<file path="src/rtl/instr_loader_if.sv">
`default_nettype none
// ============================================================================
// Module      : instr_loader_if
// Description : Bus between the word source / control unit and the
//               instruction-memory loader.
//               Inputs to the loader : i_start, i_ready_instruc, i_instruc
//               Outputs of the loader: o_mem_we, o_mem_addr, o_mem_data,
//                                      o_busy, o_load_done, o_overflow,
//                                      o_instr_count
//               master = word source / control side, slave = loader.
// Revision    : 1.0 - initial release
// ============================================================================
interface instr_loader_if #(
  parameter int NB_INSTR = 32,
  parameter int NB_ADDR  = 8
);
  logic                i_start;
  logic                i_ready_instruc;
  logic [NB_INSTR-1:0] i_instruc;
  logic                o_mem_we;
  logic [NB_ADDR-1:0]  o_mem_addr;
  logic [NB_INSTR-1:0] o_mem_data;
  logic                o_busy;
  logic                o_load_done;
  logic                o_overflow;
  logic [NB_ADDR:0]    o_instr_count;

  modport master (
    output i_start, i_ready_instruc, i_instruc,
    input  o_mem_we, o_mem_addr, o_mem_data, o_busy, o_load_done,
           o_overflow, o_instr_count
  );

  modport slave (
    input  i_start, i_ready_instruc, i_instruc,
    output o_mem_we, o_mem_addr, o_mem_data, o_busy, o_load_done,
           o_overflow, o_instr_count
  );
endinterface
`default_nettype wire

</file>
<file path="src/rtl/instr_loader.sv">
`default_nettype none
// ============================================================================
// Module      : instr_loader
// Description : Writes assembled instruction words into consecutive
//               instruction-memory addresses starting at 0. A load starts on
//               i_start and ends on the HALT word (DONE) or when memory fills
//               without a HALT (ERROR).
//               Ports: i_clk   - system clock (rising edge)
//                      i_reset - asynchronous active-high reset
//                      bus     - instr_loader_if slave (start / word input,
//                                memory write port and status outputs)
// Revision    : 1.0 - initial release
// ============================================================================
module instr_loader #(
  parameter int                  NB_INSTR  = 32,
  parameter int                  NB_ADDR   = 8,
  parameter logic [NB_INSTR-1:0] HALT_WORD = 32'hFFFF_FFFF
) (
  input  wire logic       i_clk,
  input  wire logic       i_reset,
  instr_loader_if.slave   bus
);

  localparam logic [1:0] c_st_idle  = 2'd0;
  localparam logic [1:0] c_st_load  = 2'd1;
  localparam logic [1:0] c_st_done  = 2'd2;
  localparam logic [1:0] c_st_error = 2'd3;

  localparam logic [NB_ADDR:0] c_one = {{NB_ADDR{1'b0}}, 1'b1};

  logic [1:0]          r_state;
  logic [1:0]          w_next_state;
  logic                r_ready_prev;
  logic [NB_ADDR:0]    r_count;
  logic                r_mem_we;
  logic [NB_ADDR-1:0]  r_mem_addr;
  logic [NB_INSTR-1:0] r_mem_data;

  logic w_rise;
  logic w_accept;
  logic w_is_halt;
  logic w_at_last;
  logic w_busy;
  logic w_load_done;
  logic w_overflow;

  // The ready flag is a level that may stay high for several cycles, so only
  // its rising edge carries a new word. A coincident start pulse wins and the
  // word on that edge is dropped.
  assign w_rise    = bus.i_ready_instruc & ~r_ready_prev;
  assign w_accept  = (r_state == c_st_load) & w_rise & ~bus.i_start;
  assign w_is_halt = (bus.i_instruc == HALT_WORD);
  // In LOAD the count never reaches full depth, so the low bits all ones
  // means this word lands on the last address.
  assign w_at_last = &r_count[NB_ADDR-1:0];

  // State register
  always_ff @(posedge i_clk or posedge i_reset) begin
    if (i_reset) begin
      r_state <= c_st_idle;
    end else begin
      r_state <= w_next_state;
    end
  end

  // Next-state logic
  always_comb begin
    w_next_state = r_state;
    case (r_state)
      c_st_idle, c_st_done, c_st_error: begin
        if (bus.i_start) begin
          w_next_state = c_st_load;
        end
      end
      c_st_load: begin
        if (bus.i_start) begin
          w_next_state = c_st_load;
        end else if (w_accept) begin
          // HALT on the last address still counts as a clean finish.
          if (w_is_halt) begin
            w_next_state = c_st_done;
          end else if (w_at_last) begin
            w_next_state = c_st_error;
          end
        end
      end
      default: w_next_state = c_st_idle;
    endcase
  end

  // Output logic
  always_comb begin
    w_busy      = 1'b0;
    w_load_done = 1'b0;
    w_overflow  = 1'b0;
    case (r_state)
      c_st_load:  w_busy      = 1'b1;
      c_st_done:  w_load_done = 1'b1;
      c_st_error: w_overflow  = 1'b1;
      default: ;
    endcase
  end

  // Edge detector, word counter and memory write port. Address and data hold
  // their last written values between writes.
  always_ff @(posedge i_clk or posedge i_reset) begin
    if (i_reset) begin
      r_ready_prev <= 1'b0;
      r_count      <= '0;
      r_mem_we     <= 1'b0;
      r_mem_addr   <= '0;
      r_mem_data   <= '0;
    end else begin
      r_ready_prev <= bus.i_ready_instruc;
      r_mem_we     <= w_accept;
      if (bus.i_start) begin
        r_count <= '0;
      end else if (w_accept) begin
        r_count    <= r_count + c_one;
        r_mem_addr <= r_count[NB_ADDR-1:0];
        r_mem_data <= bus.i_instruc;
      end
    end
  end

  assign bus.o_mem_we      = r_mem_we;
  assign bus.o_mem_addr    = r_mem_addr;
  assign bus.o_mem_data    = r_mem_data;
  assign bus.o_busy        = w_busy;
  assign bus.o_load_done   = w_load_done;
  assign bus.o_overflow    = w_overflow;
  assign bus.o_instr_count = r_count;

endmodule
`default_nettype wire

</file>
<file path="src/flat_wrapper.sv">
// flat-port wrapper written by rule: the top's interface ports become plain ports
module instr_loader_flat 
#(
  parameter int                  NB_INSTR  = 32,
  parameter int                  NB_ADDR   = 8,
  parameter logic [NB_INSTR-1:0] HALT_WORD = 32'hFFFF_FFFF
)
  (i_clk, i_reset, bus_i_start, bus_i_ready_instruc, bus_i_instruc, bus_o_mem_we, bus_o_mem_addr, bus_o_mem_data, bus_o_busy, bus_o_load_done, bus_o_overflow, bus_o_instr_count);
  instr_loader_if #(.NB_INSTR(NB_INSTR), .NB_ADDR(NB_ADDR)) bus_i ();
  input  wire logic i_clk;
  input  wire logic i_reset;
  input wire logic [$bits(bus_i.i_start)-1:0] bus_i_start;
  input wire logic [$bits(bus_i.i_ready_instruc)-1:0] bus_i_ready_instruc;
  input wire logic [$bits(bus_i.i_instruc)-1:0] bus_i_instruc;
  output wire logic [$bits(bus_i.o_mem_we)-1:0] bus_o_mem_we;
  output wire logic [$bits(bus_i.o_mem_addr)-1:0] bus_o_mem_addr;
  output wire logic [$bits(bus_i.o_mem_data)-1:0] bus_o_mem_data;
  output wire logic [$bits(bus_i.o_busy)-1:0] bus_o_busy;
  output wire logic [$bits(bus_i.o_load_done)-1:0] bus_o_load_done;
  output wire logic [$bits(bus_i.o_overflow)-1:0] bus_o_overflow;
  output wire logic [$bits(bus_i.o_instr_count)-1:0] bus_o_instr_count;
  assign bus_i.i_start = bus_i_start;
  assign bus_i.i_ready_instruc = bus_i_ready_instruc;
  assign bus_i.i_instruc = bus_i_instruc;
  assign bus_o_mem_we = bus_i.o_mem_we;
  assign bus_o_mem_addr = bus_i.o_mem_addr;
  assign bus_o_mem_data = bus_i.o_mem_data;
  assign bus_o_busy = bus_i.o_busy;
  assign bus_o_load_done = bus_i.o_load_done;
  assign bus_o_overflow = bus_i.o_overflow;
  assign bus_o_instr_count = bus_i.o_instr_count;
  instr_loader #(.NB_INSTR(NB_INSTR), .NB_ADDR(NB_ADDR), .HALT_WORD(HALT_WORD)) u_core (.i_clk(i_clk), .i_reset(i_reset), .bus(bus_i));
endmodule
</file>
<file path="config.mk">
export PLATFORM = sky130hd
export DESIGN_NAME = instr_loader_flat
export DESIGN_NICKNAME = d
export VERILOG_FILES = /design/src/rtl/instr_loader_if.sv /design/src/rtl/instr_loader.sv /design/src/flat_wrapper.sv
export SDC_FILE = /design/constraint.sdc
export NUM_CORES = 1
export LEC_CHECK = 0
export BUFFER_PORTS_ARGS = -buffer_cell sky130_fd_sc_hd__clkbuf_2
export CORE_MARGIN = 2
export CORE_UTILIZATION = 51
export CTS_CLUSTER_DIAMETER = 80
export DETAILED_ROUTE_END_ITERATION = 8
export GPL_ROUTABILITY_DRIVEN = 0
export PLACE_DENSITY_LB_ADDON = 0.3
export RECOVER_POWER = 25
export SYNTH_ARGS = -nofsm -noshare
export SYNTH_HDL_FRONTEND = slang
export SYNTH_SLANG_ARGS = --single-unit
</file>
<file path="constraint.sdc">
create_clock -name i_clk -period 2.7 [get_ports i_clk]
set_input_delay 0.135 -clock i_clk [delete_from_list [all_inputs] [get_ports i_clk]]
set_output_delay 0.135 -clock i_clk [all_outputs]
set_load 0.01 [all_outputs]
</file>
### Yosys cells after proc, flatten, opt, wreduce, memory -nomap -nowiden

Index checks and enable logic that the tools add are counted.

* add/sub/neg operators: 1
* equality and inequality tests: 7
* multiplexer cells: 11
* bitwise operators: 5
* reductions and logical operators: 6

Operators by type and width (count)
* == test 32 bit (second input constant): 1
* 2-to-1 mux 9 bit: 2
* 2-to-1 mux 2 bit: 5
* adder 9 x 1 -> 9 bit (second input constant): 1
* AND reduction 8 bit: 1
* == test 2 bit (second input constant): 2
* inequality test 4 x 2 -> 1 bit (second input constant): 1
* one-hot mux 2 bit (2 select lines): 1
* AND 1 bit: 3
* 2-to-1 mux 1 bit: 3
* inequality test 3 x 2 -> 1 bit (second input constant): 1
* AND reduction 3 bit: 1
* OR reduction 3 bit: 1
* == test 2 x 1 -> 1 bit (second input constant): 1
* zero test 2 bit: 1
* inequality test 2 bit (second input constant): 1
* inverter 1 bit: 2
* AND reduction 2 bit: 1
* nonzero test 2 bit: 1

* bits in registers: 53
* input bits: 36
* output and inout bits: 53
* word-level logic and storage cells: 36

### Depth between registers and ports, before layout

Gate-level depths: netlist of the first run.

* word-level depth: 7
* depth in mapped cells: 5
* mapped depth without buffers: 5

### Least setup slack after synthesis of the first run

Ideal clock, no wire load.

* kind: reg-to-reg
* from: register u_core.r_state[1]
* to: register u_core.r_mem_data[10], in the netlist u_core.bus.o_mem_data[10]
* library setup time: 0.125 ns
* arrival: 1.288 ns
* data required time: 2.575 ns
* slack: 1.287 ns
* cell stages (with the launch flop): 5
* period minus slack after synthesis: 1.413 ns
* path through: dfrtp_1 nand4bb_4 nor2_8 buf_6 mux2_2

* longest elaborated chain between the ends: 4

RTL lines
* from (decl): line instr_loader.sv:31 `logic [1:0] r_state;`
* from (signal assigned): line instr_loader.sv:60 `r_state <= c_st_idle;`
* from (signal assigned): line instr_loader.sv:62 `r_state <= w_next_state;`
* == test 2 x 1 -> 1 bit: line instr_loader.sv:51 `assign w_accept = (r_state == c_st_load) & w_rise & ~bus.i_start;`
* AND 1 bit (2 in series): line instr_loader.sv:51
* AND reduction 2 bit (no source line)
* to (signal assigned): line instr_loader.sv:121 `r_mem_data <= bus.i_instruc;`
* to (decl): line instr_loader.sv:37 `logic [NB_INSTR-1:0] r_mem_data;`

Every way passes these cells.
A chain may end at the register's enable or synchronous reset.

### Worst setup path in the final report of the first run

* from: input bus_i_ready_instruc
* to: register u_core.r_mem_data[6], in the netlist u_core.bus.o_mem_data[6]

* longest elaborated chain between the ends: 4

RTL lines
* from (decl): line flat_wrapper.sv:13 `input wire logic [$bits(bus_i.i_ready_instruc)-1:0] bus_i_ready_instruc;`
* AND 1 bit: line instr_loader.sv:50 `assign w_rise = bus.i_ready_instruc & ~r_ready_prev;`
* AND 1 bit (2 in series): line instr_loader.sv:51
* AND reduction 2 bit (no source line)

Every way passes these cells.

==> results of run 1 <==
[cells by family after synthesis]
kind of cell               synth area share
AOI/OAI and AO/OA                  0.008528
xor gates and xnor gates            0.03184
adders and majority gates          0.005684
buffers and inverters               0.02899
DFF                                  0.6026
muxes                                0.2047
and+or+nand+nor                      0.1177
[synth_stat cells, drive strengths merged, types with 2 or more instances]
cell type / count
buf: 5
nor2: 12
nand4: 12
nor3: 2
dfrtp: 53
xnor2: 3
mux2: 40
nand2: 4
nor4: 2
xor2: 5
and3: 2
[state kept, by name (all words and copies together) (netlist names)]
name,count
u_core.r_ready_prev,1
u_core.bus.o_mem_addr,8
u_core.bus.o_mem_we,1
u_core.r_state,2
u_core.bus.o_mem_data,32
u_core.bus.o_instr_count,9
[layout make-up]
cell class | count | area, um2 | share of cell area
Multi-Input combinational cell | 93 | 810.8 | 0.2910
Sequential cell | 53 | 1326 | 0.4760
Clock inverter | 3 | 65.06 | 0.02335
Timing Repair Buffer | 89 | 449.2 | 0.1612
Clock buffer | 5 | 68.82 | 0.02470
Inverter | 1 | 3.754 | 0.001347
Tap cell | 50 | 62.56 | 0.02245
[timing repair]
item | CTS | global route
hold buffers | 1 | 0
hold endpoints to repair | 1 | 0
setup endpoints to repair | 0 | 0
[layout by cell type, fill, tap and decap left out]
cell,n
mux2_2,40
clkbuf_8,5
nor2_1,11
a21oi_1,1
nand3_1,1
bufinv_16,2
and4bb_2,1
inv_1,1
clkbuf_2,87
a31oi_1,1
dlygate4sd3_1,1
clkinv_2,1
and2b_1,1
and2_1,1
nor4_1,2
nor2b_1,1
nand2_1,4
and3_1,2
dfrtp_1,53
nor3b_1,1
nor2_8,1
a211oi_1,1
nand4_1,12
nand4bb_4,1
nor3_1,2
xnor2_1,3
xor2_1,5
ha_1,1
clkbuf_1,1
[metal layers]
layer  vias to the layer above  GRT usage  wire length [um]
met2                        56     0.2874              2105
met3                         2    0.05523               271
met4                         0    0.05556                23
met5                         -          0                 0
met1                       758     0.2373              1907
li1                        725          -                 -
[report_power, final]
part / internal, mW / total, mW / switching (mW)
Sequential: 0.892 / 0.945 / 0.0528
Clock: 0.368 / 0.620 / 0.252
Combinational: 0.166 / 0.323 / 0.157
Total: 1.43 / 1.89 / 0.462
[worst register-to-register path, cell delays in order (launching register included)]
cell       delay [ps]
dfrtp_1           440
nand4bb_4         280
nor2_8            560
mux2_2            440
[path summary, 6_finish.rpt]
kind	from	to	slack [ps]	cells past startpoint
worst min register to register	u_core.bus.o_mem_addr[5]	u_core.bus.o_mem_addr[5]	510	1
min in group asynchronous	i_reset	u_core.bus.o_mem_data[15]	440	2
worst max register to register	u_core.r_state[1]	u_core.bus.o_mem_data[6]	870	3
worst max-delay path	bus_i_ready_instruc	u_core.bus.o_mem_data[6]	840	5
worst min-delay path	bus_i_instruc[30]	u_core.bus.o_mem_data[30]	80	2
max in group asynchronous	i_reset	u_core.bus.o_mem_data[8]	1160	2
==> out/results.md, run 1 <==
| Step | Metric | This run |
| --- | --- | --- |
| run status | Result of the run | finished, violations left |
| run status | Violated checks | max-capacitance violations, max-slew violations |
| global route | Pin count of the biggest net entering global routing | 54 |
| place | Area post-placement | 2644 um2 |
| floorplan | Placeable Area | 4086 um2 |
| finish | Post-Layout Cell Count | 294 |
| hold path | Type of the tightest min-delay check | in2reg |
| timing | Max Fclk | 0.5372 GHz |
| clocking | Post-CTS Repair Setup Buffers | 0 |
| logic synthesis | Leading register cell type out of synthesis | dfrtp_1 |
| detailed routing | First-pass iteration count of the detailed router | 2 |
| floorplan | Die Span X | 69.69 um |
| finish | Antenna cells | 0 |
| global route | Wire length of the first global-routing pass | 6.927 mm |
| finish | Final layout net count | 280 |
| timing | Post-route clock period utilization | 0.6895 |
| worst setup path | Element type at the critical path end | flip-flop |
| pwr | Max VDD drop | 402.3 uV |
| detailed routing | Number of vias per cell | 5.241 |
| clocking | Buffer depth of the longest clock path | 2 |
| logic synthesis | Synth unique cells | 25 |
| logic synthesis | YS warnings | 0 |
| finish | Syn-to-layout area delta | 26.61% |
| global route | Overall global routing resource usage | 0.1800 |
| logic synthesis | Share of the synthesized area in the top cell type | 0.6026 |
| floorplan | Effective utilization at floorplan | 0.5386 |
| worst setup path | Required arrival time at the worst endpoint | 2890 ps |
| timing | Minimum setup slack in the final design | 838.4 ps |
| finish | Design Area, Final | 2786 um2 |
| floorplan | Overall die area | 4857 um2 |
| pwr | Overall Power | 1.888 mW |
| logic synthesis | #FFs+latches synth | 53 |
| clocking | CTS clock-pin slew for the worst setup and hold paths | 90 ps |
| clocking | Clock latency reported for the late side of the worst-skew pair | 300 ps |
| clocking | Cts bufs inserted | 5 |
| logic synthesis | Syn Inst Count | 153 |
| clocking | Post-cts repair resize count | 0 |
| detailed routing | Detail-routed net length per standard cell | 14.65 um |
| logic synthesis | Post-synth top area cell | dfrtp_1 |
| place | Worst slack at placement | 888.3 ps |
| clocking | Total clock sinks | 53 |
| detailed routing | Overall via count from detail_route | 1541 |
| detailed routing | DRC violations left | 0 |
| timing | Final hold vios | 0 |
| worst setup path | CP Max Fanout | 42 |
| finish | Fraction of the core area covered by cells at the end of the flow | 0.6819 |
| place | Buffers on Ports | 88 |
| clocking | Clock tree from TritonCTS | done |
| timing | Setup-violating endpoint count in the final report | 0 |
| timing | RSZ-0062 raised after global routing | false |
| detailed routing | Wirelength, routed | 4.308 mm |
| clocking | CTS H-tree depth | 2 |
| timing | Worst Max-Slew Pin Slew | 1927 ps |
| timing | Fin crit period | 1862 ps |
| global route | Number of global-route vias before repair | 1482 |
| logic synthesis | Post-synthesis instance area | 2201 um2 |
| finish | FILL cells | 301 |
| floorplan | Die outline height | 69.69 um |
| global route | Initial antenna violation count | 0 |
| floorplan | Top-Level Pins | 89 |
| worst setup path | Type of origin of the critical path | input pin |
| logic synthesis | Sequential area share after synthesis | 0.6026 |
| finish | Share of final-layout standard cells stronger than drive strength 1 | 0.5656 |
| logic synthesis | Syn_area_per_cell | 14.38 um2 |
| job | Count of maximum capacitance violations | 1 |
| timing | Post-route setup TNS | 0 ps |
| floorplan | Rows | 23 |
| worst setup path | Worst Path Buf+Inv | 2 |
| timing | Worst hold slack | 75.94 ps |
| timing | Number of max-slew violations in the final report | 54 |
| logic synthesis | Asr flop ratio synth | 1.000 |
| pwr | Pwr/cell area | 677.6 nW/um2 |
| worst setup path | Critical-path cell with the highest stage delay | nor2_8 |
| clocking | Root Driver | clkbuf_8 |
| worst setup path | Sequence of cells on the critical path | dlygate4sd3_1 > clkbuf_1 > nand4bb_4 > nor2_8 > mux2_2 |
| worst setup path | Family of cells with the greatest summed delay on the critical path | simple AND/OR/NAND/NOR gates |
| place | Dpl hpwl | 3.058 mm |
| logic synthesis | Leading post-synthesis cells by cell area | dfrtp_1 60%, mux2_2 20%, nand4_1 3.4%, buf_6 2.6%, xor2_1 2.0% |
| place | Number of placed instances with taps included | 285 |
| timing | Worst slew slack as a fraction of its limit | -0.2862 |
| worst setup path | Worst Path Class, Setup | in2reg |
| logic synthesis | Synth Net Count | 190 |
| timing | Final clock skew | 4.649 ps |
| pwr | Static leakage power | 1.381 nW |
| global route | Remaining global-route overflow | 0 |
| detailed routing | Number of nets with antenna violations after detailed routing | 0 |
| worst setup path | Slowest Stage Delay on Critical Path | 550 ps |
| logic synthesis | Number of enable-type register cells in the synthesized netlist | 0 |
| worst setup path | Arr. time, crit path | 2050 ps |
| detailed routing | Count of routing violations after the opening detailed-route iteration | 99 |
No activity file was read; power rests on OpenSTA's default activity.
==> run 2, diff against run 1 <==
--- a/config.mk
+++ b/config.mk
@@ -5,9 +5,10 @@
 export SDC_FILE = /design/constraint.sdc
 export NUM_CORES = 1
 export LEC_CHECK = 0
+export ABC_AREA = 1
 export BUFFER_PORTS_ARGS = -buffer_cell sky130_fd_sc_hd__clkbuf_2
 export CORE_MARGIN = 2
-export CORE_UTILIZATION = 51
+export CORE_UTILIZATION = 43
 export CTS_CLUSTER_DIAMETER = 80
 export DETAILED_ROUTE_END_ITERATION = 8
 export GPL_ROUTABILITY_DRIVEN = 0
==> constraint.sdc (replaced) <==
create_clock -name i_clk -period 1.5 [get_ports i_clk]
set_input_delay 0.075 -clock i_clk [delete_from_list [all_inputs] [get_ports i_clk]]
set_output_delay 0.075 -clock i_clk [all_outputs]
set_load 0.01 [all_outputs]
==> run 2 against run 1 <==
  * Critical path depth is 5 higher
  * Largest cell class unchanged
  * Largest power group unchanged
  * Power increased by 74%
  * The flow now finishes without violations
  * Count of clock-buffer cells in the layout is the same
  * Die area up 22%
  * Via count is 38% higher
  * Sequential power rose by 87%
==> out/results.md, run 2 <==
| Step | Metric | This run |
| --- | --- | --- |
| finish | Most used cells in the layout excluding fill and tap cells | 142 x nand2_1, 88 x clkbuf_2, 53 x dfrtp_1, 31 x dlygate4sd3_1 |
| floorplan | Placeable Area | 5107 um2 |
| floorplan | Die outline height | 76.89 um |
| worst setup path | Element type at the critical path end | flip-flop |
| finish | Final layout net count | 438 |
| hold path | HP Start | bus_i_instruc[10] |
| worst setup path | Library cell appearing most often on the critical path | nand2_1 |
| logic synthesis | Syn Inst Count | 275 |
| finish | Antenna cells | 0 |
| place | Dpl hpwl | 3.511 mm |
| global route | Overall global routing resource usage | 0.1958 |
| hold path | Hold path endpoint | u_core.bus.o_mem_data[10] |
| logic synthesis | Leading post-synthesis cells by cell area | dfrtp_1 58%, nand2_1 23%, o21ai_0 2.8%, inv_1 2.6%, nor2_1 2.6% |
| floorplan | Rows | 26 |
| floorplan | Die Span X | 76.89 um |
| clocking | Root Driver | clkbuf_8 |
| logic synthesis | YS warnings | 0 |
| place | Buffers on Ports | 88 |
| worst setup path | Critical-path cell with the highest stage delay | dlygate4sd3_1 |
| global route | Initial antenna violation count | 0 |
| clocking | CTS clock-pin slew for the worst setup and hold paths | 90 ps |
| finish | Max reg flops | 32 |
| run status | Result of the run | complete, no violations |
| logic synthesis | Leading register cell type out of synthesis | dfrtp_1 |
| logic synthesis | Share of the synthesized area in the top cell type | 0.5805 |
| global route | Number of global-route vias before repair | 2046 |
| detailed routing | First-pass iteration count of the detailed router | 5 |
| clocking | CTS H-tree depth | 2 |
| worst setup path | Internal reg-to-reg setup slack | 170 ps |
| clocking | Clock latency reported for the late side of the worst-skew pair | 300 ps |
| hold path | Type of the tightest min-delay check | in2reg |
| timing | RSZ-0062 raised after global routing | false |
| floorplan | Overall die area | 5912 um2 |
| timing | Number of max-slew violations in the final report | 0 |
| worst setup path | Type of origin of the critical path | input pin |
| finish | Most common cell after layout, fill and taps aside | nand2_1 |
| floorplan | Top-Level Pins | 89 |
| timing | Setup-violating endpoint count in the final report | 0 |
| detailed routing | Overall via count from detail_route | 2134 |
| global route | Remaining global-route overflow | 0 |
| finish | Post-Layout Cell Count | 470 |
| logic synthesis | Sequential area share after synthesis | 0.5805 |
| logic synthesis | Asr flop ratio synth | 1.000 |
| timing | Worst slew slack as a fraction of its limit | 0.5248 |
| worst setup path | Destination of the worst register-to-register timing path | u_core.r_state[1] |
| logic synthesis | Number of enable-type register cells in the synthesized netlist | 0 |
| timing | Max Fclk | 0.7346 GHz |
| hold path | Hold path cells | 3 |
| worst setup path | Crit Reg-Reg Startpoint | u_core.bus.o_instr_count[1] |
| worst setup path | CP Max Fanout | 23 |
| finish | Syn-to-layout area delta | 41.46% |
| detailed routing | DRC violations left | 0 |
| timing | Post-route setup TNS | 0 ps |
| worst setup path | Slowest Stage Delay on Critical Path | 530 ps |
| logic synthesis | Post-synth top area cell | dfrtp_1 |
| worst setup path | R2R depth | 9 |
| detailed routing | Number of nets with antenna violations after detailed routing | 0 |
| finish | FILL cells | 456 |
| place | Number of placed instances with taps included | 432 |
| pwr | Static leakage power | 1.828 nW |
| worst setup path | Arr. time, crit path | 1560 ps |
| global route | Wire length of the first global-routing pass | 9.218 mm |
| logic synthesis | Post-synthesis instance area | 2285 um2 |
| clocking | Total clock sinks | 53 |
| detailed routing | Count of routing violations after the opening detailed-route iteration | 170 |
| finish | Share of final-layout standard cells stronger than drive strength 1 | 0.2725 |
| pwr | Pwr/cell area | 1017 nW/um2 |
| logic synthesis | Synth Net Count | 312 |
| job | Count of maximum capacitance violations | 0 |
| global route | Pin count of the biggest net entering global routing | 54 |
| logic synthesis | Synth unique cells | 23 |
| place | Worst slack at placement | 73.06 ps |
| logic synthesis | Most used standard cells in the synthesized netlist | 142 x nand2_1, 53 x dfrtp_1, 16 x inv_1, 16 x nor2_1, 13 x o21ai_0 |
| timing | Fin crit period | 1361 ps |
| worst setup path | Sequence of cells on the critical path | dlygate4sd3_1 > clkbuf_2 > inv_1 > nor2_1 > nand2_4 > nor2_8 > inv_2 > buf_4 > nand2_1 > nand2_1 |
| logic synthesis | Syn_area_per_cell | 8.308 um2 |
| worst setup path | Worst Path Class, Setup | in2reg |
| detailed routing | Number of vias per cell | 4.540 |
| timing | Minimum setup slack in the final design | 138.7 ps |
| logic synthesis | Most frequent cell after synthesis | nand2_1 |
| worst setup path | Required arrival time at the worst endpoint | 1700 ps |
| clocking | Buffer depth of the longest clock path | 2 |
| timing | Post-route clock period utilization | 0.9076 |
| floorplan | Effective utilization at floorplan | 0.4473 |
| detailed routing | Wirelength, routed | 5.510 mm |
| timing | Worst Max-Slew Pin Slew | 712.8 ps |
| clocking | Cts bufs inserted | 5 |
| timing | Final hold vios | 0 |
| logic synthesis | #FFs+latches synth | 53 |
| pwr | Max VDD drop | 671.3 uV |
| timing | Final clock skew | 4.952 ps |
| detailed routing | Detail-routed net length per standard cell | 11.72 um |
| clocking | Clock tree from TritonCTS | done |
-- run 2: cell types whose count changed after synthesis, moves of 5 or more --
cell     before  now
nor2_1       11   16
nand3_1       1    6
nand2_1       4  142
o21ai_0       0   13
inv_1         1   16
mux2_2       40    0
buf_2         0    5
nand4_1      12    4
-- run 2: cell families after synthesis --
kind of cell | synth area share
simple gates | 0.3149
xor+xnor | 0.003834
fa+ha+maj | 0.005476
buf+inv | 0.05367
flops | 0.5805
compound gates | 0.04162
-- run 2: worst max-delay path by stage --
stage | end | cells after the start | slack (ps) | startpoint
floorplan | u_core.bus.o_instr_count[0] | 1 | 140 | i_reset
global placement | u_core.r_state[1] | 9 | 160 | u_core.bus.o_instr_count[0]
detailed placement | u_core.r_state[1] | 9 | 70 | u_core.bus.o_instr_count[0]
CTS | u_core.r_state[1] | 9 | 40 | u_core.bus.o_instr_count[0]
global route | u_core.bus.o_instr_count[6] | 9 | 3 | u_core.bus.o_instr_count[1]
finish | u_core.bus.o_mem_data[19] | 10 | 140 | bus_i_ready_instruc
-- run 2: worst max-delay path: cells and delay by family --
family | cells | cell delay, ps
buf+inv | 5 | 940
simple gates | 5 | 530
-- run 2: cell type report --
class / instances / area [um2] / share of cell area
clock buffers: 5 / 68.82 / 0.02129
repair buffers: 127 / 823.3 / 0.2547
multi-input cells: 195 / 849.6 / 0.2629
well taps: 70 / 87.58 / 0.02710
inverters: 19 / 71.32 / 0.02207
flip-flops and latches: 53 / 1326 / 0.4104
clock inverters: 1 / 5.005 / 0.001549
-- run 2: power breakdown --
group | total (mW) | internal [mW] | switching (mW)
Combinational | 0.779 | 0.348 | 0.431
Clock | 0.739 | 0.308 | 0.430
Sequential | 1.77 | 1.65 | 0.119
Total | 3.29 | 2.31 | 0.980
-- run 2: what timing repair did --
item / in CTS / in global routing
gates resized for setup: 0 / 3
endpoints found under the hold margin: 83 / 0
setup endpoints to repair: 0 / 4
hold buffers: 31 / 0
setup buffers: 0 / 1
-- run 2: routing by layer --
metal,vias up,global-route usage,part of all wire
li1,1103,-,-
met1,953,0.2519,0.45
met2,70,0.3211,0.47
met3,8,0.04588,0.062
met4,0,0.07455,0.019
met5,-,0,0
-- run 2: metrics by stage --
step           total power [mW]    util  cell area (um2)  hold WS, ps
3_3_place_gp              2.502  0.5559             2839        133.2
4_1_cts                   3.338  0.6311             3223        2.095
5_1_grt                   3.502  0.6328             3232        10.98
2_1_floorplan             2.156       -             2285        106.4
3_5_place_dp              2.519  0.5559             2839        138.0
6_report                  3.287  0.6328             3232        10.34
